File: src/rtl/sect283r1_pt_mul_ctrl.sv
// sect283r1_pt_mul_ctrl
//
// Initiator-side sequencer for the sect283r1 point multiplier. It accepts
// one scalar at a time, rejects zero or out-of-range scalars (d >= n),
// launches the multiplier, waits for done (with a timeout), and returns the
// result with a status code.
//
// Ports:
//   clk, rst_n          clock, asynchronous active-low reset
//   clr                 synchronous soft clear (drops any pending work)
//   req_valid/ready     scalar request handshake, req_d = scalar
//   rsp_valid/ready     response handshake, rsp_x/rsp_y/rsp_status
//                       (status 0=OK, 1=zero, 2=d>=n, 3=timeout)
//   busy                high whenever the sequencer is not idle
//   pm_clr/start/d      control to the point multiplier
//   pm_done/x/y         result from the point multiplier
module sect283r1_pt_mul_ctrl #(
  parameter logic [282:0] ORDER_N =
    283'h3FFFFFF_FFFFFFFF_FFFFFFFF_FFFFFFFF_FFFFEF90_399660FC_938A9016_5B042A7C_EFADB307,
  parameter logic [31:0]  TIMEOUT_CYC = 32'd1000000
) (
  input  logic         clk,
  input  logic         rst_n,
  input  logic         clr,
  input  logic         req_valid,
  output logic         req_ready,
  input  logic [282:0] req_d,
  output logic         rsp_valid,
  input  logic         rsp_ready,
  output logic [282:0] rsp_x,
  output logic [282:0] rsp_y,
  output logic [1:0]   rsp_status,
  output logic         busy,
  output logic         pm_clr,
  output logic         pm_start,
  output logic [282:0] pm_d,
  input  logic         pm_done,
  input  logic [282:0] pm_x,
  input  logic [282:0] pm_y
);

  typedef enum logic [2:0] {
    ST_IDLE  = 3'd0,
    ST_CHECK = 3'd1,
    ST_START = 3'd2,
    ST_WAIT  = 3'd3,
    ST_RESP  = 3'd4
  } state_t;

  localparam logic [1:0] STAT_OK      = 2'd0;
  localparam logic [1:0] STAT_ZERO    = 2'd1;
  localparam logic [1:0] STAT_RANGE   = 2'd2;
  localparam logic [1:0] STAT_TIMEOUT = 2'd3;

  state_t         state_q, state_d;
  logic [282:0]   d_q, d_d;
  logic [31:0]    cnt_q, cnt_d;
  logic           rsp_valid_q, rsp_valid_d;
  logic [282:0]   rsp_x_q, rsp_x_d;
  logic [282:0]   rsp_y_q, rsp_y_d;
  logic [1:0]     rsp_status_q, rsp_status_d;
  logic           pm_clr_q, pm_clr_d;
  logic           pm_start_q, pm_start_d;
  logic [282:0]   pm_d_q, pm_d_d;

  always_ff @(posedge clk or negedge rst_n) begin
    if (!rst_n) begin
      state_q      <= ST_IDLE;
      d_q          <= '0;
      cnt_q        <= '0;
      rsp_valid_q  <= 1'b0;
      rsp_x_q      <= '0;
      rsp_y_q      <= '0;
      rsp_status_q <= STAT_OK;
      pm_clr_q     <= 1'b0;
      pm_start_q   <= 1'b0;
      pm_d_q       <= '0;
    end else begin
      state_q      <= state_d;
      d_q          <= d_d;
      cnt_q        <= cnt_d;
      rsp_valid_q  <= rsp_valid_d;
      rsp_x_q      <= rsp_x_d;
      rsp_y_q      <= rsp_y_d;
      rsp_status_q <= rsp_status_d;
      pm_clr_q     <= pm_clr_d;
      pm_start_q   <= pm_start_d;
      pm_d_q       <= pm_d_d;
    end
  end

  always_comb begin
    state_d      = state_q;
    d_d          = d_q;
    cnt_d        = cnt_q;
    rsp_valid_d  = rsp_valid_q;
    rsp_x_d      = rsp_x_q;
    rsp_y_d      = rsp_y_q;
    rsp_status_d = rsp_status_q;
    pm_clr_d     = 1'b0;
    pm_start_d   = 1'b0;
    pm_d_d       = '0;

    if (clr) begin
      // Soft clear beats everything, including a handshake in the same cycle;
      // the multiplier is cleared too since it may be mid-operation.
      state_d      = ST_IDLE;
      d_d          = '0;
      cnt_d        = '0;
      rsp_valid_d  = 1'b0;
      rsp_x_d      = '0;
      rsp_y_d      = '0;
      rsp_status_d = STAT_OK;
      pm_clr_d     = 1'b1;
    end else begin
      unique case (state_q)
        ST_IDLE: begin
          if (req_valid) begin
            d_d     = req_d;
            state_d = ST_CHECK;
          end
        end

        ST_CHECK: begin
          if (d_q == '0) begin
            rsp_status_d = STAT_ZERO;
            rsp_x_d      = '0;
            rsp_y_d      = '0;
            state_d      = ST_RESP;
          end else if (d_q >= ORDER_N) begin
            rsp_status_d = STAT_RANGE;
            rsp_x_d      = '0;
            rsp_y_d      = '0;
            state_d      = ST_RESP;
          end else begin
            state_d = ST_START;
          end
        end

        ST_START: begin
          // Start and d are registered, so they appear on the first WAIT
          // cycle; pm_d is forced back to zero on every other cycle.
          pm_start_d = 1'b1;
          pm_d_d     = d_q;
          cnt_d      = '0;
          state_d    = ST_WAIT;
        end

        ST_WAIT: begin
          cnt_d = cnt_q + 32'd1;
          // done is checked first so it wins over a coincident expiry.
          if (pm_done) begin
            rsp_x_d      = pm_x;
            rsp_y_d      = pm_y;
            rsp_status_d = STAT_OK;
            rsp_valid_d  = 1'b1;
            state_d      = ST_RESP;
          end else if (cnt_q == TIMEOUT_CYC - 32'd1) begin
            rsp_x_d      = '0;
            rsp_y_d      = '0;
            rsp_status_d = STAT_TIMEOUT;
            rsp_valid_d  = 1'b1;
            pm_clr_d     = 1'b1;
            state_d      = ST_RESP;
          end
        end

        ST_RESP: begin
          // Entered from CHECK with rsp_valid still low: it rises one cycle
          // later, and a handshake is only possible once it is high.
          if (rsp_valid_q && rsp_ready) begin
            rsp_valid_d = 1'b0;
            state_d     = ST_IDLE;
          end else begin
            rsp_valid_d = 1'b1;
          end
        end

        default: begin
          state_d = ST_IDLE;
        end
      endcase
    end
  end

  assign req_ready  = (state_q == ST_IDLE);
  assign busy       = (state_q != ST_IDLE);
  assign rsp_valid  = rsp_valid_q;
  assign rsp_x      = rsp_x_q;
  assign rsp_y      = rsp_y_q;
  assign rsp_status = rsp_status_q;
  assign pm_clr     = pm_clr_q;
  assign pm_start   = pm_start_q;
  assign pm_d       = pm_d_q;

endmodule
File: config.mk
export PLATFORM = sky130hd
export DESIGN_NAME = sect283r1_pt_mul_ctrl
export DESIGN_NICKNAME = d
export VERILOG_FILES = /design/src/rtl/sect283r1_pt_mul_ctrl.sv
export SDC_FILE = /design/constraint.sdc
export NUM_CORES = 1
export LEC_CHECK = 0
export ABC_AREA = 1
export CORE_AREA = 4 4 670 672
export CTS_CLUSTER_SIZE = 8
export DETAILED_ROUTE_END_ITERATION = 7
export DIE_AREA = 0 0 674 676
export GPL_TIMING_DRIVEN = 0
export SYNTH_ARGS = -nofsm -noshare
export SYNTH_HDL_FRONTEND = slang
export SYNTH_SLANG_ARGS = --single-unit
File: constraint.sdc
create_clock -name clk -period 3.4 [get_ports clk]
set_input_delay 0.68 -clock clk [delete_from_list [all_inputs] [get_ports clk]]
set_output_delay 0.68 -clock clk [all_outputs]
set_load 0.005 [all_outputs]
# Yosys cells after proc, flatten, opt, wreduce, memory -nomap -nowiden
# Index checks and enable logic that the tools add are counted.
dict set report classes {
  div 0
  magnitude_cmp 1
  n_mux 41
  bitwise_logic 0
  n_addsub 1
  eq_ne 9
  reduce_logical 13
  n_shift 0
  n_mul 0
}
# op count
set op_table {}
lappend op_table {{$mux 283} 12}
lappend op_table {{$pmux 283 s2} 2}
lappend op_table {{$ge 283x282->1 const B} 1}
lappend op_table {{$logic_not 283->1} 1}
lappend op_table {{$pmux 32 s2} 1}
lappend op_table {{$add 32x1->32 const B} 1}
lappend op_table {{$eq 32x20->1 const B} 1}
lappend op_table {{$mux 32} 1}
lappend op_table {{$mux 3} 7}
lappend op_table {{$pmux 3 s5} 1}
lappend op_table {{$reduce_bool 3->1} 4}
lappend op_table {{$mux 1} 10}
lappend op_table {{$mux 2} 5}
lappend op_table {{$ne 4x4->1 const B} 2}
lappend op_table {{$eq 3x2->1 const B} 2}
lappend op_table {{$ne 3x3->1 const B} 2}
lappend op_table {{$reduce_and 3->1} 2}
lappend op_table {{$pmux 2 s2} 1}
lappend op_table {{$reduce_and 2->1} 2}
lappend op_table {{$reduce_bool 2->1} 2}
lappend op_table {{$eq 3x1->1 const B} 1}
lappend op_table {{$eq 3x3->1 const B} 1}
lappend op_table {{$logic_not 3->1} 1}
lappend op_table {{$pmux 1 s2} 1}
lappend op_table {{$logic_and 1x1->1} 1}
dict set report word_totals {
  input_bits 855
  mem_bits_ro 0
  latch_bits 0
  output_inout_bits 856
  word_cells 75
  ff_bits 1172
  memories 0
  ramBits 0
}

# Longest topological paths before layout
dict set report logic_depth {
  depth_word 5
  mapped_depth 21
}

# Worst setup path after synthesis
# Ideal clock, no wire load.
dict set report synth_timing {
  kind {register to register}
  startpoint {register d_q[134]}
  endpoint {register rsp_x_q[159] (netlist: rsp_x[159])}
  setup_time_ns 0.116
  stages_incl_launch_ff 19
  arrival_time_ns 1.965
  setup_slack_ns 1.318
  path_cell_list {dfrtp_1 nor2_2 nand3_1 nor2_1 nand2_1 nor2_2 nand2_1 nor2_1 nand2_1 nor2_1 nor2_1 nand2_1 nand2_2 nand2_4 nand2_8 buf_12 buf_12 nand2_4 nand2_2}
}
dict set report synth_between {
  elab_chain_cells 4
}
# element line_no
set synth_lines {}
lappend synth_lines {{start: declaration} 56} ;# logic [282:0] d_q, d_d;
lappend synth_lines {{start signal: assignment} 69} ;# d_q <= '0;
lappend synth_lines {{start signal: assignment} 80} ;# d_q <= d_d;
lappend synth_lines {{branches (longest 4 deep; another with $ge 283x282->1)} -}
lappend synth_lines {{end signal: assignment} 83} ;# rsp_x_q <= rsp_x_d;
lappend synth_lines {{end: declaration} 59} ;# logic [282:0] rsp_x_q, rsp_x_d;
# Several ways; the timed one is not identified.
# A chain may end at the register's enable or synchronous reset.

# Worst setup path after layout
dict set report layout_timing {
  startpoint {register d_q[50]}
  endpoint {register rsp_y_q[138] (netlist: rsp_y[138])}
}
dict set report layout_between {
  elab_chain_cells 4
}
# element line_no
set layout_lines {}
lappend layout_lines {{branches (longest 4 deep; another with $ge 283x282->1)} -}
lappend layout_lines {{end signal: assignment} 84} ;# rsp_y_q <= rsp_y_d;
lappend layout_lines {{end: declaration} 60} ;# logic [282:0] rsp_y_q, rsp_y_d;
# Several ways; the timed one is not identified.

==> impl_results.md <==
- Status: finished clean
- Worst-Margin Slew: 1.34 ns
- Yosys warns: 0
- Initial antenna violation count: 266
- Post-Synth Adder-Cell Area: 0.0243%
- Reg clk slew, reported paths: 0.06 ns
- GRT Total Usage: 17.1%
- Post-Synth Simple-Gate Area: 32.8%
- #FFs+latches synth: 1172
- Hold Slack: 0.292 ns
- Synth Area in XOR/XNOR: 0.170%
- Post-synthesis cell count: 5147
- Slowest cell on the critical path: dfrtp_1
- Clock latency on the worst-skew pair: 0.88 ns
- CP Launch Type: flop
- Final hold vios: 0
- FF+latch area: 29300 um^2
- Worst Path Max Fanout: 10
- Hpwl dp: 349000 um
- Post-synthesis compound-gate area fraction: 3.65%
- Drt first pass iters: 5
- Row count: 245
- Layout net count: 7911
- Area occupied by multi-input gates: 19100 um^2
- Most frequent CP cell: nand2_1
- # clock sinks: 1172
- Die area: 456000 um^2
- IO Pins: 1711
- Max_cap viols: 0
- Post-route DRC: 0
- Clock skew: 0.0627 ns
- Antenna-violating nets left: 0
- Post-synthesis sequential area ratio: 57.0%
- Count of final setup violators: 0
- Min Tclk post-route: 3.30 ns
- Layout cells sized above 1: 19.9%
- Pleak: 38.5 nW
- Placed instance area: 76200 um^2
- Initial DRC count: 3891
- Die Span Y: 676 um
- Largest stage delay on the critical path: 0.43 ns
- Cell variety after synth: 40
- Routed len/inst: 30.9 um
- Finished Cell Area: 82200 um^2
- Largest net degree at the start of global routing: 176
- Final WS setup: 0.103 ns
- Hold WC Path Type: input port to flop
- Via count: 46200
- Primary FF master, synth: dfrtp_1
- Reg2reg start: d_q[50]
- Worst slew margin: 10.9%
- Total nets after synthesis: 6003
- GRT overflow: 0
- FFs w/ async S/R, synth: 100%
- Synth top area share: 57.0%
- Detailed-route wire length: 407000 um
- Period utilization: 97.0%
- H-Tree Depth: 4
- CTS Buf Count: 180
- Worst setup path startpoint: d_q[50]
- Maximum root-to-sink buffer count: 4
- Area leader, netlist: dfrtp_1
- CP Data Arrival Time: 4.00 ns
- Cell Area, Synth: 51500 um^2
- RSZ-0062 raised after global routing: no
- Dpl cells: 12800
- CP Cell Sequence: nor2_1 > nand2_1 > nor2_1 > nand2_1 > nor2_1 > nand2_1 > nor2_2 > nand3_4 > nand3_1 > nor2_4 > nand2_1 > nand2_2 > nand2_4 > nand2_8 > buf_12 > buf_16 > buf_12 > nand2_4 > nand2_2
- Die X: 674 um
- Avg Cell Area, Syn: 10.0 um^2
- Power per cell area: 484 nW/um^2
- Max Fclk: 303 MHz
- EDFF count, synth: 0
- Vias in the first global route: 45400
- Vias per inst: 3.50
- Largest family of logic cells by synthesized area: simple AND/OR/NAND/NOR gates
- Synth area leaders: dfrtp_1 57%, nand2_4 11%, nand2_1 7.2%, nand2_2 6.1%, nor2_1 3.9%
- Reg2reg setup slack: 0.10 ns
- Hold_sp: clr
- CORE AREA: 444000 um^2
- First-pass GRT wire length: 503000 um
- Setup crit end kind: flop
- Commonest non-fill, non-tap cell in the layout: clkdlybuf4s50_1
- GP Congestion: 0.976
- Synth-to-Final Area Change: 59.7%
- CTS tree: yes
- Data required, critical path: 4.10 ns
- Initial Util: 11.6%
- Post-route insts no fill: 13200
- Setup CP Type: flop to flop
- Maximum VDD drop: 410 uV
- Final Max Slew Viols: 0
- Root buf cell: clkbuf_16
- Post-place setup slack: -2.27 ns
- IO Port Bufs: 1709
- Commonest non-fill, non-tap cells in the layout: 1708 x clkdlybuf4s50_1, 1168 x dfrtp_1, 972 x nand2_1, 507 x nand2_2
- Fill cell count: 49200
- Mux contribution to synthesized area: 0%
[kinds of logic (layout without fill, tap and decap cells)]
family / count (synthesis) / in the layout
AOI/OAI and AO/OA: 363 / 363
xor gates and xnor gates: 10 / 10
adders and majority gates: 1 / 1
buffers and inverters: 630 / 2592
DFF: 1172 / 1172
other: 0 / 139
and+or+nand+nor: 2971 / 2971
[final timing paths]
check	to	cells after the start
min	cnt_q[31]	2
min reg2reg	rsp_x[272]	2
max	rsp_y[138]	19
max in group asynchronous	rsp_y[7]	5
min in group asynchronous	rsp_y[68]	2
max reg2reg	rsp_y[138]	19
[cells in the mapped netlist (2+ instances only)]
master and number:
a211oi_1 2, a21oi_1 19, a22oi_1 2, a31oi_1 3, buf_1 11, buf_12 55
buf_2 12, buf_6 3, clkbuf_1 174, dfrtp_1 1172, inv_1 349, inv_2 26
nand2_1 981, nand2_2 502, nand2_4 501, nand3_1 368, nand3b_1 8, nand4_1 21
nor2_1 535, nor2_2 12, nor2_4 2, nor3_1 29, nor4_1 6, o21a_1 2
o21ai_0 309, o21ai_1 5, o22ai_1 14, o31ai_1 2, o32ai_1 2, xor2_1 10
[metrics by stage]
stage          utilization, %  TNS [ns]  total power, mW
2_1_floorplan               -         0             18.4
3_3_place_gp             17.1         -             22.6
3_5_place_dp             17.2  -1218.66             22.7
4_1_cts                  18.4         0             40.3
5_1_grt                  18.5         0             41.3
6_report                 18.5         0             39.8
[critical path, delay by kind of cell (launching register included)]
family	cells	cell delay (ns)
flip-flops	1	0.43
buffers and inverters	3	0.60
AND/OR/NAND/NOR	16	2.04
[registers in the layout, summed over array words and instances, names as in the netlist]
name        flops
d_q           283
pm_d          283
rsp_x         283
rsp_y         283
cnt_q          32
state_q         3
rsp_status      2
pm_clr          1
pm_start        1
rsp_valid       1
[layer usage]
layer	routed length, um	global-route usage [%]
met1	146000	18.5
met2	189000	27.6
met3	41300	7.13
met4	29300	10.8
met5	512	0.365
[layout make-up]
| type | count | share of cell area (%) |
|---|---|---|
| flip-flops and latches | 1172 | 35.7 |
| plain buffers | 252 | 2.34 |
| inverters | 375 | 1.73 |
| multi-input cells | 3345 | 23.2 |
| diodes | 139 | 0.423 |
| repair buffers | 1729 | 21.3 |
| clock buffers | 211 | 5.76 |
| well taps | 5928 | 9.03 |
| clock inverters | 25 | 0.503 |
[report_power, final]
part	total, mW	switching [mW]	internal [mW]
registers	15.4	0.692	14.7
logic	7.07	4.39	2.68
clock network	17.3	7.21	10.1
[what timing repair did]
action                     4_1_cts  5_1_grt
cloned                           0        1
gates resized for setup         72       14
buffers inserted                 7        2
pin swaps                        7        5
setup endpoints to repair      575      620
hold buffers                     1        0
hold endpoints to repair       135        0
(Power assumes the default switching activity.)
